[src/rtl/mdu_seq_pkg.sv]
// mdu_seq_pkg: op codes, ALU control codes, FSM states and decode helpers
// for the iterative RV32M multiply/divide sequencer.
package mdu_seq_pkg;

    // funct3 encodings of the RV32M instructions
    typedef enum logic [2:0] {
        MDU_MUL    = 3'b000,
        MDU_MULH   = 3'b001,
        MDU_MULHSU = 3'b010,
        MDU_MULHU  = 3'b011,
        MDU_DIV    = 3'b100,
        MDU_DIVU   = 3'b101,
        MDU_REM    = 3'b110,
        MDU_REMU   = 3'b111
    } mdu_op_e;

    // The shared ALU decoder uses these same control codes
    localparam logic [3:0] ALU_ADD = 4'b0000;
    localparam logic [3:0] ALU_SUB = 4'b0001;

    // Every op walks through every state, which keeps the latency fixed
    typedef enum logic [2:0] {
        ST_IDLE   = 3'd0,
        ST_NEG_A  = 3'd1,
        ST_NEG_B  = 3'd2,
        ST_ITER   = 3'd3,
        ST_FIX_LO = 3'd4,
        ST_FIX_HI = 3'd5,
        ST_DONE   = 3'd6
    } mdu_state_e;

    // Divide and remainder ops share the restoring datapath
    function automatic logic op_is_div(input mdu_op_e op);
        return (op == MDU_DIV) || (op == MDU_DIVU) ||
               (op == MDU_REM) || (op == MDU_REMU);
    endfunction

    // Ops that treat rs1 as two's complement
    function automatic logic op_signed_a(input mdu_op_e op);
        return (op == MDU_MULH) || (op == MDU_MULHSU) ||
               (op == MDU_DIV)  || (op == MDU_REM);
    endfunction

    // Ops that treat rs2 as two's complement (MULHSU keeps rs2 unsigned)
    function automatic logic op_signed_b(input mdu_op_e op);
        return (op == MDU_MULH) || (op == MDU_DIV) || (op == MDU_REM);
    endfunction

endpackage

[src/rtl/mdu_seq_if.sv]
// mdu_seq_if: pipeline handshake plus the borrowed-ALU port of the
// multiply/divide sequencer. The sequencer is the slave; the EX stage
// (request side and shared ALU) is the master.
interface mdu_seq_if #(
    parameter int WIDTH = 32
);
    logic             start;
    logic             flush;
    logic [2:0]       op;
    logic [WIDTH-1:0] rs1;
    logic [WIDTH-1:0] rs2;
    logic             busy;
    logic             done;
    logic [WIDTH-1:0] result;
    logic             alu_sel;
    logic [WIDTH-1:0] alu_a;
    logic [WIDTH-1:0] alu_b;
    logic [3:0]       alu_ctrl;
    logic [WIDTH-1:0] alu_out;

    modport master (
        output start, flush, op, rs1, rs2, alu_out,
        input  busy, done, result, alu_sel, alu_a, alu_b, alu_ctrl
    );

    modport slave (
        input  start, flush, op, rs1, rs2, alu_out,
        output busy, done, result, alu_sel, alu_a, alu_b, alu_ctrl
    );

endinterface

[src/rtl/mdu_seq.sv]
// mdu_seq: iterative RV32M multiply/divide sequencer. All adds/subtracts
// go through the shared EX-stage ALU; shifts and compares are local.
// Multiply is shift-add on {hi,lo}, divide is restoring on {hi=rem,lo=quo};
// operands are made positive up front and the sign is fixed at the end.
module mdu_seq
    import mdu_seq_pkg::*;
#(
    parameter int WIDTH = 32
) (
    input  logic      clk,
    input  logic      reset,
    mdu_seq_if.slave  bus
);

    localparam int               CNT_W     = $clog2(WIDTH) + 1;
    localparam logic [CNT_W-1:0] LAST_ITER = CNT_W'(WIDTH - 1);
    localparam logic [WIDTH-1:0] MIN_NEG   = {1'b1, {(WIDTH-1){1'b0}}};

    mdu_state_e       state;
    mdu_state_e       state_next;
    logic [CNT_W-1:0] cnt;
    mdu_op_e          op_q;
    logic [WIDTH-1:0] rs1_q;
    logic [WIDTH-1:0] rs2_q;
    logic [WIDTH-1:0] hi;
    logic [WIDTH-1:0] lo;
    logic [WIDTH-1:0] opnd;
    logic [WIDTH-1:0] lo_res;
    logic [WIDTH-1:0] result_q;
    logic             neg_res;
    logic             div_zero;
    logic             div_ovf;
    logic             done_q;

    logic             accept;
    logic             is_div_op;
    logic             sign_a;
    logic             sign_b;
    logic [WIDTH-1:0] rs_hi;
    logic [WIDTH-1:0] fix_src;
    logic [WIDTH-1:0] final_res;
    logic             carry;
    logic             ge;
    logic [WIDTH-1:0] alu_a;
    logic [WIDTH-1:0] alu_b;
    logic [3:0]       alu_ctrl;

    // Operand decode, local compares and the value handed back at the end
    always_comb begin
        accept    = bus.start && !bus.flush;
        is_div_op = op_is_div(op_q);
        sign_a    = op_signed_a(op_q) && rs1_q[WIDTH-1];
        sign_b    = op_signed_b(op_q) && rs2_q[WIDTH-1];
        rs_hi     = {hi[WIDTH-2:0], lo[WIDTH-1]};
        carry     = bus.alu_out < hi;
        ge        = hi[WIDTH-1] | (rs_hi >= opnd);
        fix_src   = ((op_q == MDU_REM) || (op_q == MDU_REMU)) ? hi : lo;
        final_res = lo_res;
        case (op_q)
            MDU_MULH, MDU_MULHSU, MDU_MULHU: final_res = hi;
            MDU_DIV, MDU_DIVU: begin
                if (div_zero)     final_res = '1;
                else if (div_ovf) final_res = MIN_NEG;
            end
            MDU_REM, MDU_REMU: begin
                if (div_zero)     final_res = rs1_q;
                else if (div_ovf) final_res = '0;
            end
            default: final_res = lo_res;
        endcase
    end

    // Next state and the ALU request for the current step
    always_comb begin
        state_next = state;
        alu_a      = '0;
        alu_b      = '0;
        alu_ctrl   = ALU_ADD;
        case (state)
            ST_IDLE: begin
                if (accept) state_next = ST_NEG_A;
            end
            ST_NEG_A: begin
                alu_ctrl   = ALU_SUB;
                alu_b      = rs1_q;
                state_next = ST_NEG_B;
            end
            ST_NEG_B: begin
                alu_ctrl   = ALU_SUB;
                alu_b      = rs2_q;
                state_next = ST_ITER;
            end
            ST_ITER: begin
                if (is_div_op) begin
                    alu_ctrl = ALU_SUB;
                    alu_a    = rs_hi;
                end else begin
                    alu_ctrl = ALU_ADD;
                    alu_a    = hi;
                end
                alu_b = opnd;
                if (cnt == LAST_ITER) state_next = ST_FIX_LO;
            end
            ST_FIX_LO: begin
                alu_ctrl   = ALU_SUB;
                alu_b      = fix_src;
                state_next = ST_FIX_HI;
            end
            ST_FIX_HI: begin
                alu_ctrl   = ALU_ADD;
                alu_a      = ~hi;
                alu_b      = {{(WIDTH-1){1'b0}}, (lo == '0)};
                state_next = ST_DONE;
            end
            ST_DONE: begin
                state_next = ST_IDLE;
            end
            default: state_next = ST_IDLE;
        endcase
        if (bus.flush && (state != ST_IDLE)) state_next = ST_IDLE;
    end

    // State register
    always_ff @(posedge clk or posedge reset) begin
        if (reset) state <= ST_IDLE;
        else       state <= state_next;
    end

    // Datapath: operand capture, magnitude, iterate, sign fix, publish result
    always_ff @(posedge clk or posedge reset) begin
        if (reset) begin
            cnt      <= '0;
            op_q     <= MDU_MUL;
            rs1_q    <= '0;
            rs2_q    <= '0;
            hi       <= '0;
            lo       <= '0;
            opnd     <= '0;
            lo_res   <= '0;
            result_q <= '0;
            neg_res  <= 1'b0;
            div_zero <= 1'b0;
            div_ovf  <= 1'b0;
            done_q   <= 1'b0;
        end else begin
            done_q <= 1'b0;
            case (state)
                ST_IDLE: begin
                    if (accept) begin
                        op_q  <= mdu_op_e'(bus.op);
                        rs1_q <= bus.rs1;
                        rs2_q <= bus.rs2;
                    end
                end
                ST_NEG_A: begin
                    hi       <= '0;
                    cnt      <= '0;
                    div_zero <= (rs2_q == '0);
                    div_ovf  <= ((op_q == MDU_DIV) || (op_q == MDU_REM)) &&
                                (rs1_q == MIN_NEG) && (rs2_q == '1);
                    neg_res  <= (op_q == MDU_REM) ? sign_a : (sign_a ^ sign_b);
                    if (is_div_op) lo   <= sign_a ? bus.alu_out : rs1_q;
                    else           opnd <= sign_a ? bus.alu_out : rs1_q;
                end
                ST_NEG_B: begin
                    if (is_div_op) opnd <= sign_b ? bus.alu_out : rs2_q;
                    else           lo   <= sign_b ? bus.alu_out : rs2_q;
                end
                ST_ITER: begin
                    cnt <= cnt + 1'b1;
                    if (is_div_op) begin
                        hi <= ge ? bus.alu_out : rs_hi;
                        lo <= {lo[WIDTH-2:0], ge};
                    end else if (lo[0]) begin
                        hi <= {carry, bus.alu_out[WIDTH-1:1]};
                        lo <= {bus.alu_out[0], lo[WIDTH-1:1]};
                    end else begin
                        hi <= {1'b0, hi[WIDTH-1:1]};
                        lo <= {hi[0], lo[WIDTH-1:1]};
                    end
                end
                ST_FIX_LO: begin
                    lo_res <= neg_res ? bus.alu_out : fix_src;
                end
                ST_FIX_HI: begin
                    if (!is_div_op && neg_res) hi <= bus.alu_out;
                end
                ST_DONE: begin
                    if (!bus.flush) begin
                        result_q <= final_res;
                        done_q   <= 1'b1;
                    end
                end
                default: done_q <= 1'b0;
            endcase
        end
    end

    assign bus.busy     = (state != ST_IDLE);
    assign bus.alu_sel  = (state != ST_IDLE);
    assign bus.done     = done_q;
    assign bus.result   = result_q;
    assign bus.alu_a    = alu_a;
    assign bus.alu_b    = alu_b;
    assign bus.alu_ctrl = alu_ctrl;

endmodule
[src/flat_wrapper.sv]
// flat-port wrapper written by rule: the top's interface ports become plain ports
module mdu_seq_flat import mdu_seq_pkg::*;
#(
    parameter int WIDTH = 32
)
  (clk, reset, bus_start, bus_flush, bus_op, bus_rs1, bus_rs2, bus_alu_out, bus_busy, bus_done, bus_result, bus_alu_sel, bus_alu_a, bus_alu_b, bus_alu_ctrl);
  mdu_seq_if #(.WIDTH(WIDTH)) bus_i ();
  input  logic clk;
  input  logic reset;
  input wire logic [$bits(bus_i.start)-1:0] bus_start;
  input wire logic [$bits(bus_i.flush)-1:0] bus_flush;
  input wire logic [$bits(bus_i.op)-1:0] bus_op;
  input wire logic [$bits(bus_i.rs1)-1:0] bus_rs1;
  input wire logic [$bits(bus_i.rs2)-1:0] bus_rs2;
  input wire logic [$bits(bus_i.alu_out)-1:0] bus_alu_out;
  output wire logic [$bits(bus_i.busy)-1:0] bus_busy;
  output wire logic [$bits(bus_i.done)-1:0] bus_done;
  output wire logic [$bits(bus_i.result)-1:0] bus_result;
  output wire logic [$bits(bus_i.alu_sel)-1:0] bus_alu_sel;
  output wire logic [$bits(bus_i.alu_a)-1:0] bus_alu_a;
  output wire logic [$bits(bus_i.alu_b)-1:0] bus_alu_b;
  output wire logic [$bits(bus_i.alu_ctrl)-1:0] bus_alu_ctrl;
  assign bus_i.start = bus_start;
  assign bus_i.flush = bus_flush;
  assign bus_i.op = bus_op;
  assign bus_i.rs1 = bus_rs1;
  assign bus_i.rs2 = bus_rs2;
  assign bus_i.alu_out = bus_alu_out;
  assign bus_busy = bus_i.busy;
  assign bus_done = bus_i.done;
  assign bus_result = bus_i.result;
  assign bus_alu_sel = bus_i.alu_sel;
  assign bus_alu_a = bus_i.alu_a;
  assign bus_alu_b = bus_i.alu_b;
  assign bus_alu_ctrl = bus_i.alu_ctrl;
  mdu_seq #(.WIDTH(WIDTH)) u_core (.clk(clk), .reset(reset), .bus(bus_i));
endmodule
[config.mk]
export PLATFORM = sky130hd
export DESIGN_NAME = mdu_seq_flat
export DESIGN_NICKNAME = d
export VERILOG_FILES = /design/src/rtl/mdu_seq_pkg.sv /design/src/rtl/mdu_seq_if.sv /design/src/rtl/mdu_seq.sv /design/src/flat_wrapper.sv
export SDC_FILE = /design/constraint.sdc
export NUM_CORES = 1
export LEC_CHECK = 0
export BUFFER_PORTS_ARGS = -buffer_cell sky130_fd_sc_hd__buf_4
export CORE_ASPECT_RATIO = 1.2
export CORE_UTILIZATION = 30
export CTS_BUF_LIST = sky130_fd_sc_hd__clkbuf_4
export DETAILED_ROUTE_END_ITERATION = 16
export GPL_ROUTABILITY_DRIVEN = 1
export GPL_TIMING_DRIVEN = 0
export PLACE_DENSITY_LB_ADDON = 0.12
export SLEW_MARGIN = 20
export SYNTH_ARGS = -nofsm -noshare
export SYNTH_HDL_FRONTEND = slang
export SYNTH_SLANG_ARGS = --single-unit
[constraint.sdc]
create_clock -name clk -period 8 [get_ports clk]
set_clock_uncertainty 0.15 [all_clocks]
set_input_delay 0.4 -clock clk [delete_from_list [all_inputs] [get_ports clk]]
set_output_delay 0.4 -clock clk [all_outputs]
set_load 0.02 [all_outputs]
# After elaboration in Yosys (flattened, before gate mapping)
# Cells that the tools add are included.
# word_totals
reg_bits,240
inputBits,103
out_inout_bits,103
elab_cells,116
# op_classes
n_addsub,1
n_lt_le_gt_ge,2
n_eq_ne,23
n_mux,35
bitwise_logic,4
reduce_logical,37
# op_table
operator,count
32-bit 2-to-1 mux,19
32-bit one-hot mux with 3 select lines,3
32-bit one-hot mux with 5 select lines,1
32-bit one-hot mux with 2 select lines,2
32-bit equality test (second input constant),2
32-bit zero test,2
32-bit greater-or-equal comparator,1
32-bit less-than comparator,1
32-bit NOT,1
3-bit equality test (second input constant),7
3-bit one-hot mux with 6 select lines,1
3-bit by 2-bit equality test with 1-bit output (second input constant),4
6-bit one-hot mux with 2 select lines,1
1-bit logical OR,10
3-bit 2-to-1 mux,3
3-bit nonzero test,3
4-bit one-hot mux with 2 select lines,1
2-bit AND reduction,4
1-bit logical AND,7
6-bit by 1-bit adder with 6-bit output (second input constant),1
3-bit by 1-bit equality test with 1-bit output (second input constant),2
6-bit by 5-bit equality test with 1-bit output (second input constant),1
2-bit by 1-bit inequality test with 1-bit output (second input constant),3
3-bit by 1-bit inequality test with 1-bit output (second input constant),2
11 further kinds,20

# Depth between registers and ports, before layout
# Gate-level depths: netlist of the first run.
# logic_depth
depth_word,8
ltp_mapped,11
mapped_depth_nobuf,9

# Worst setup path after synthesis of the first run
# No wires, ideal clock.
# synth_path
kind,reg2reg
from,register u_core.lo[31]
to,register u_core.hi[10]
setup_ns,0.137
t_arrival_ns,2.242
required_ns,7.713
path_slack_ns,5.471
stages_incl_launch_ff,12
n_path_buf,2
synth_period_minus_slack_ns,2.529
path_cell_list,dfrtp_1 > inv_1 > ha_1 > nand2b_1 > a2111oi_2 > o311a_1 > a211oi_1 > or3_1 > buf_4 > buf_6 > mux2i_1 > a21oi_1
# synth_between
elab_chain_len,5
# synth_rtl
element,line_no,source
"start, declared",mdu_seq.sv:26,logic [WIDTH-1:0] lo;
"start signal, assigned",mdu_seq.sv:162,if (is_div_op) lo <= sign_a ? bus.alu_out : rs1_q;
"start signal, assigned",mdu_seq.sv:167,else lo <= sign_b ? bus.alu_out : rs2_q;
"start signal, assigned",mdu_seq.sv:173,"lo <= {lo[WIDTH-2:0], ge};"
32-bit greater-or-equal comparator,mdu_seq.sv:56,ge = hi[WIDTH-1] | (rs_hi >= opnd);
1-bit bitwise OR,mdu_seq.sv:56,
32-bit 2-to-1 mux,mdu_seq.sv:172,hi <= ge ? bus.alu_out : rs_hi;
32-bit 2-to-1 mux,mdu_seq.sv:171,if (is_div_op) begin
32-bit one-hot mux with 3 select lines,mdu_seq.sv:147,case (state)
"end signal, assigned",mdu_seq.sv:172,
"end signal, assigned",mdu_seq.sv:175,"hi <= {carry, bus.alu_out[WIDTH-1:1]};"
"end signal, assigned",mdu_seq.sv:178,"hi <= {1'b0, hi[WIDTH-1:1]};"
"end, declared",mdu_seq.sv:25,logic [WIDTH-1:0] hi;
# No other way between the ends.
# A chain may end at the register's enable or synchronous reset.

# Worst setup path in the final report of the first run
# layout_path
from,register u_core.state[1]
to,output port bus_alu_b[25]
# layout_between
elab_chain_len,2
elab_cells_between_ends,6
cone_classes,5 x eq/ne; 1 x mux
# layout_rtl
element,line_no,source
"start, declared",mdu_seq.sv:19,mdu_state_e state;
"start signal, assigned",mdu_seq.sv:126,else state <= state_next;
"3-bit equality test, or another cell as far along",mdu_seq.sv:79,case (state)
32-bit one-hot mux with 5 select lines (*),mdu_seq.sv:79,
"end, declared",flat_wrapper.sv:21,output wire logic [$bits(bus_i.alu_b)-1:0] bus_alu_b;
# Every way passes the cells marked *; elsewhere a longest branch is shown, timed or not.

==> metrics.cfg, run 1 <==
[floorplan]
die_h_um = 261
pin_count = 206
core_area_um2 = 54900
die-area_um2 = 56700
die_x_um = 218
rows = 94
start_util = 0.305

[timing]
tightest_slew_ps = 1060
finalCritPeriodShare = 0.544
hold_viol = 0
max_freq_mhz = 230
slew_headroom = 0.291
setup-violations-final = 0
finalSetupTns_ps = 0
fin_hold_ws_ps = 50.7
rsz0062_at_grt = false
finalMaxSlewViolations = 0
period_needed_ps = 4360
setup_ws_ps = 3640

[detailed_routing]
via_count = 17600
drt_iter0_drc = 1541
route.detailed.drc = 0
wl_per_cell_um = 26.2
vias_per_cell = 5.63
ant_nets = 0
wl_um = 81800
first_pass_iters = 5

[clock_network]
post_cts_buffers = 0
clockBufferDepth = 3
clk_pin_slew_ps = 60
htreeDepth = 3
cts_tree = built
cts_root_buf = clkbuf_4
clk_latency_ps = 890
clock-sinks = 240
cts_inserted_buffers = 75

[layout]
fin_area_um2 = 21200
drive_above_1_share = 0.193
mostFrequentLayoutCell = dfrtp_1
utilization = 0.387
final_cell_mix = dfrtp_1 (240), nor2_1 (221), buf_4 (210)
nNetsFinal = 2516
area_growth_pct = 26.9

[worst_setup_path]
cp.required_ps = 7450
worst_setup_path_end_kind = output pin
critical-path-slowest-cell = clkbuf_1
crit_type = register to output pin
crit_path_start_kind = register
worstPathArrival_ps = 3810
cp_num_buf_inv = 4
slowest_delay_ps = 710
path_cells = buf_2, clkbuf_1, clkbuf_1, mux2_2, a22oi_1, o22ai_1, buf_4
cp_max_fo = 10
path_delay_family = buffers and inverters
crit_top_cell = clkbuf_1

[global_route]
grt_max_degree = 88
antenna_found_initial = 2
grtUsageTotal = 0.288
grt_pass1_vias = 17500
overflow = 0
grt_pass1_wl_um = 119000

[power]
p_per_area_nw_per_um2 = 298
internal-power_mw = 3.36
pwr-share-seq = 0.327
p_comb_frac = 0.470
max-vdd-ir-drop_uv = 142
sw_frac_of_total = 0.469
pwr-share-clk = 0.202
p_switching_mw = 2.97
p_leak_nw = 9.80

[worst_hold_path]
min_path_type = input port to asynchronous set/reset pin

[placement]
place.gp.congestion = 0.940
pre_cts_ws_ps = 4470
port_buffers = 202
postPlaceCellArea_um2 = 19200
dp_hpwl_um = 60700

[synth]
synthFlopType = dfrtp_1
synth-edff-count = 0
syn_area_per_cell_um2 = 8.54
synthCells = 1958
syn-cell-area_um2 = 16700
yosysWarningCount = 0
ys_ff_latch = 240
ys_seq_area_frac = 0.359
synthDistinctLibCells = 58
async_flop_share = 1.00

[outcome]
outcome = completed

[run]
cap_viol_max_count = 0

==> cells in the mapped netlist, drive strengths merged (28+ instances only) <==
| master | count | share of area |
|---|---|---|
| a22oi | 32 | 0.014 |
| inv | 71 | 0.016 |
| o21ai | 140 | 0.042 |
| clkbuf | 122 | 0.027 |
| nor2 | 221 | 0.050 |
| a211oi | 37 | 0.017 |
| o22ai | 96 | 0.036 |
| dfrtp | 240 | 0.36 |
| mux2 | 99 | 0.073 |
| ha | 64 | 0.048 |
| nand2 | 202 | 0.045 |
| buf | 51 | 0.018 |
| nor4 | 28 | 0.010 |
| mux2i | 175 | 0.10 |
| a21oi | 201 | 0.060 |
| o211ai | 36 | 0.016 |
==> layout make-up <==
| class | count | area [um^2] |
|---|---|---|
| inverters | 71 | 274 |
| plain buffers | 173 | 767 |
| multi-input cells | 1476 | 9700 |
| clock inverters | 22 | 123 |
| well taps | 720 | 901 |
| flip-flops and latches | 240 | 6010 |
| diodes | 4 | 10.0 |
| repair buffers | 312 | 2650 |
| clock buffers | 107 | 803 |
| fillers | 5704 | 33700 |
==> path summary, 6_finish.rpt <==
path | endpoint | slack, ps | from | depth (start not counted)
worst max-delay path | bus_alu_b[25] | 3640 | u_core.state[1]$_DFFE_PP0P_ | 7
worst min-delay path | u_core.rs2_q[1]$_DFFE_PP0P_ | 50 | reset | 3
worst max register to register | u_core.hi[10]$_DFFE_PP0P_ | 3960 | u_core.state[1]$_DFFE_PP0P_ | 9
worst min register to register | u_core.lo_res[22]$_DFFE_PP0P_ | 330 | u_core.lo_res[22]$_DFFE_PP0P_ | 2
max in group asynchronous | u_core.rs1_q[14]$_DFFE_PP0P_ | 6740 | reset | 4
min in group clk | u_core.rs2_q[30]$_DFFE_PP0P_ | 160 | bus_rs2[30] | 3
==> stage by stage <==
step	cells	power (mW)
2_1_floorplan	1960	3.80
3_3_place_gp	2882	4.92
3_5_place_dp	2884	4.95
4_1_cts	3121	6.31
5_1_grt	3125	6.72
6_report	3125	6.34
==> power by group through the flow <==
| stage | registers [mW] | clock network, mW | logic, mW |
|---|---|---|---|
| floorplan | 1.82 | 0 | 1.98 |
| CTS | 2.05 | 1.32 | 2.95 |
| global placement | 2.07 | 0 | 2.85 |
| detailed placement | 2.07 | 0 | 2.88 |
| finish | 2.07 | 1.28 | 2.98 |
| global route | 2.09 | 1.38 | 3.25 |
==> sequential cells by signal, summed over array words and instances, names as in the netlist <==
register,flops
u_core.opnd,32
u_core.cnt,6
u_core.div_zero,1
u_core.lo,32
u_core.lo_res,32
u_core.neg_res,1
u_core.rs2_q,32
u_core.state,3
u_core.rs1_q,32
u_core.op_q,3
u_core.bus.result,32
u_core.hi,32
u_core.bus.done,1
u_core.div_ovf,1
==> worst register-to-register path: stages, from the launching register on <==
cell and delay [ps]:
dfrtp_1 350, buf_2 160, inv_1 70, buf_2 210, nand3_1 430, o21ai_1 950
clkbuf_1 770, o21ai_0 190, a21oi_1 150, dlygate4sd3_1 560
==> layer usage <==
| metal | up-vias | share of wire | track usage |
|---|---|---|---|
| li1 | 7935 | - | - |
| met1 | 8579 | 0.41 | 0.365 |
| met2 | 857 | 0.46 | 0.461 |
| met3 | 228 | 0.073 | 0.0550 |
| met4 | 2 | 0.052 | 0.156 |
| met5 | - | 0.00016 | 0 |
==> repair_timing <==
action	4_1_cts	5_1_grt
gates resized for setup	0	0
hold buffers	108	0
endpoints found under the hold margin	316	0
==> logic make-up after synthesis <==
family / synth area share
other: 0.000224
xor gates and xnor gates: 0.000524
adders and majority gates: 0.0479
AOI/OAI and AO/OA: 0.220
muxes: 0.178
and+or+nand+nor: 0.132
DFF: 0.359
buffers and inverters: 0.0618
(Power assumes the default switching activity.)
==> inputs of run 2 (changes only) <==
--- a/config.mk
+++ b/config.mk
@@ -5,6 +5,7 @@
 export SDC_FILE = /design/constraint.sdc
 export NUM_CORES = 1
 export LEC_CHECK = 0
+export ABC_AREA = 1
 export BUFFER_PORTS_ARGS = -buffer_cell sky130_fd_sc_hd__buf_4
 export CORE_ASPECT_RATIO = 1.2
 export CORE_UTILIZATION = 30
==> constraint.sdc (replaced) <==
create_clock -name clk -period 4 [get_ports clk]
set_clock_uncertainty 0.15 [all_clocks]
set_input_delay 0.2 -clock clk [delete_from_list [all_inputs] [get_ports clk]]
set_output_delay 0.2 -clock clk [all_outputs]
set_load 0.02 [all_outputs]
==> metrics.cfg, run 2 <==
[synth]
syn_area_per_cell_um2 = 7.05
synth-adder-area-share = 0.0488
synth_top_family_by_area = compound AO/OA/AOI/OAI gates
ys_seq_area_frac = 0.366
synth_xor_area_frac = 0.000533
synth.top_cell.area_share = 0.366
synthDistinctLibCells = 52
synth-compound-area-share = 0.273
synth.most_common_cell = nand2_1
synthMuxAreaShare = 0.000686
synth-edff-count = 0
syn-cell-area_um2 = 16400
yosysWarningCount = 0
synthFlopType = dfrtp_1
synthCells = 2330
yosys.area.top_type = dfrtp_1
yosys.area_share.simple = 0.214
ys_ff_latch = 240
netlist_top_cells_area = dfrtp_1 (37%), nand2_1 (9.6%), a21oi_1 (8.6%), o21ai_0 (6.7%), nor2_1 (6.2%)
synthTopCellsByCount = nand2_1 (421), a21oi_1 (282), nor2_1 (270)
async_flop_share = 1.00

[clock_network]
cts_root_buf = clkbuf_4
clk_latency_ps = 840
clockBufferDepth = 3
clk_pin_slew_ps = 60
cts_inserted_buffers = 75
clock-sinks = 240
cts_tree = built
htreeDepth = 3

[placement]
dp_hpwl_um = 75000
port_buffers = 202
pre_cts_ws_ps = 799
place.gp.congestion = 0.979

[detailed_routing]
route.detailed.drc = 0
vias_per_cell = 5.59
via_count = 19800
wl_um = 95300
first_pass_iters = 8
ant_nets = 0
wl_per_cell_um = 26.9
drt_iter0_drc = 2368

[power]
finalPower_mw = 20.3
pwr-share-seq = 0.249
max-vdd-ir-drop_uv = 347
internal-power_mw = 8.69
p_per_area_nw_per_um2 = 943
sw_frac_of_total = 0.572
pwr-share-clk = 0.124
p_switching_mw = 11.6
p_comb_frac = 0.628
p_leak_nw = 10.2

[global_route]
antenna_found_initial = 2
grt_pass1_wl_um = 136000
grt_pass1_vias = 19300
grtUsageTotal = 0.339
grt_max_degree = 33
overflow = 0

[floorplan]
die_x_um = 216
pin_count = 206
rows = 93
start_util = 0.305
die-area_um2 = 55700
die_h_um = 258
core_area_um2 = 53900

[timing]
setup-violations-final = 1
max_freq_mhz = 249
rsz0062_at_grt = false
slew_headroom = 0.304
fin_hold_ws_ps = 50.4
finalSetupTns_ps = -11.5
hold_viol = 0
finalCritPeriodShare = 1.00
finalMaxSlewViolations = 0
setup_ws_ps = -11.5
tightest_slew_ps = 1040
period_needed_ps = 4010

[outcome]
outcome = complete, but fails checks
violations = setup timing

[layout]
mostFrequentLayoutCell = nand2_1
drive_above_1_share = 0.149
final_cell_mix = nand2_1 (421), a21oi_1 (282), nor2_1 (270)
nNetsFinal = 2947
area_growth_pct = 31.1

[worst_setup_path]
cp_max_fo = 10
worst_setup_path_end_kind = output pin
worstPathArrival_ps = 3660
crit_path_start_kind = register
crit_type = register to output pin
cp.required_ps = 3650

[worst_hold_path]
min_path_type = input port to register

[run]
cap_viol_max_count = 0

-- run 2: per-layer routing --
layer | global-route usage | routed length [um] | vias up
li1 | - | - | 8923
met1 | 0.452 | 40400 | 9618
met2 | 0.543 | 43600 | 1053
met3 | 0.0642 | 8140 | 180
met4 | 0.125 | 3160 | 0
met5 | 0 | 0 | -
-- run 2: logic make-up after synthesis --
group	count (synthesis)
AO/OA/AOI/OAI	782
XOR/XNOR	1
adder cells (fa/ha/maj)	64
buffers and inverters	400
flip-flops	240
multiplexers	1
other	1
AND/OR/NAND/NOR	841
-- run 2: power groups by stage --
stage / combinational, mW / sequential [mW] / clock (mW)
2_1_floorplan: 7.27 / 4.40 / 0
3_3_place_gp: 12.1 / 4.98 / 0
3_5_place_dp: 12.2 / 4.98 / 0
4_1_cts: 12.5 / 4.94 / 2.56
5_1_grt: 13.7 / 5.12 / 2.70
6_report: 12.7 / 5.05 / 2.51
-- run 2: worst max-delay path, cell delays in order, from the launching register on --
cell and delay, ps:
dfrtp_1 470, nand2_2 180, clkbuf_1 540, clkbuf_1 630
nand2_1 180, o21ai_0 250, nand2_1 160, o211ai_1 220
buf_4 210
-- run 2: stage by stage --
stage	utilization	cell area (um^2)	std cells
CTS	0.400	21500	3539
finish	0.400	21500	3540
detailed placement	0.353	19000	3255
global route	0.400	21500	3540
floorplan	-	16400	2332
global placement	0.350	18800	3246
-- run 2: path summary, 6_finish.rpt --
kind / startpoint / endpoint / slack (ps) / cells after the start
worst min-delay path: bus_op[2] / u_core.op_q[2]$_DFFE_PP0P_ / 50 / 4
min in group asynchronous: reset / u_core.bus.result[17]$_DFFE_PP0P_ / 390 / 4
worst max-delay path: u_core.op_q[2]$_DFFE_PP0P_ / bus_alu_b[19] / -10 / 8
worst max register to register: u_core.lo[31]$_DFFE_PP0P_ / u_core.hi[5]$_DFFE_PP0P_ / 170 / 15
max in group asynchronous: reset / u_core.lo[5]$_DFFE_PP0P_ / 2060 / 8
worst min register to register: u_core.bus.result[29]$_DFFE_PP0P_ / u_core.bus.result[29]$_DFFE_PP0P_ / 330 / 2
-- run 2: timing repair --
item / 4_1_cts / 5_1_grt
hold buffers: 160 / 0
gates resized for setup: 2 / 4
buffers inserted: 0 / 0
endpoints found under the setup margin: 3 / 10
endpoints found under the hold margin: 386 / 0
-- run 2: layout make-up --
cell class / count / area, um^2
fill: 5811 / 32300
clock buffer: 98 / 736
sequential: 240 / 6010
inverter: 243 / 917
tap: 712 / 891
antenna: 1 / 2.50
clock inverter: 26 / 153
multi-input combinational: 1692 / 8820
buffer: 157 / 696
timing repair buffer: 371 / 3310
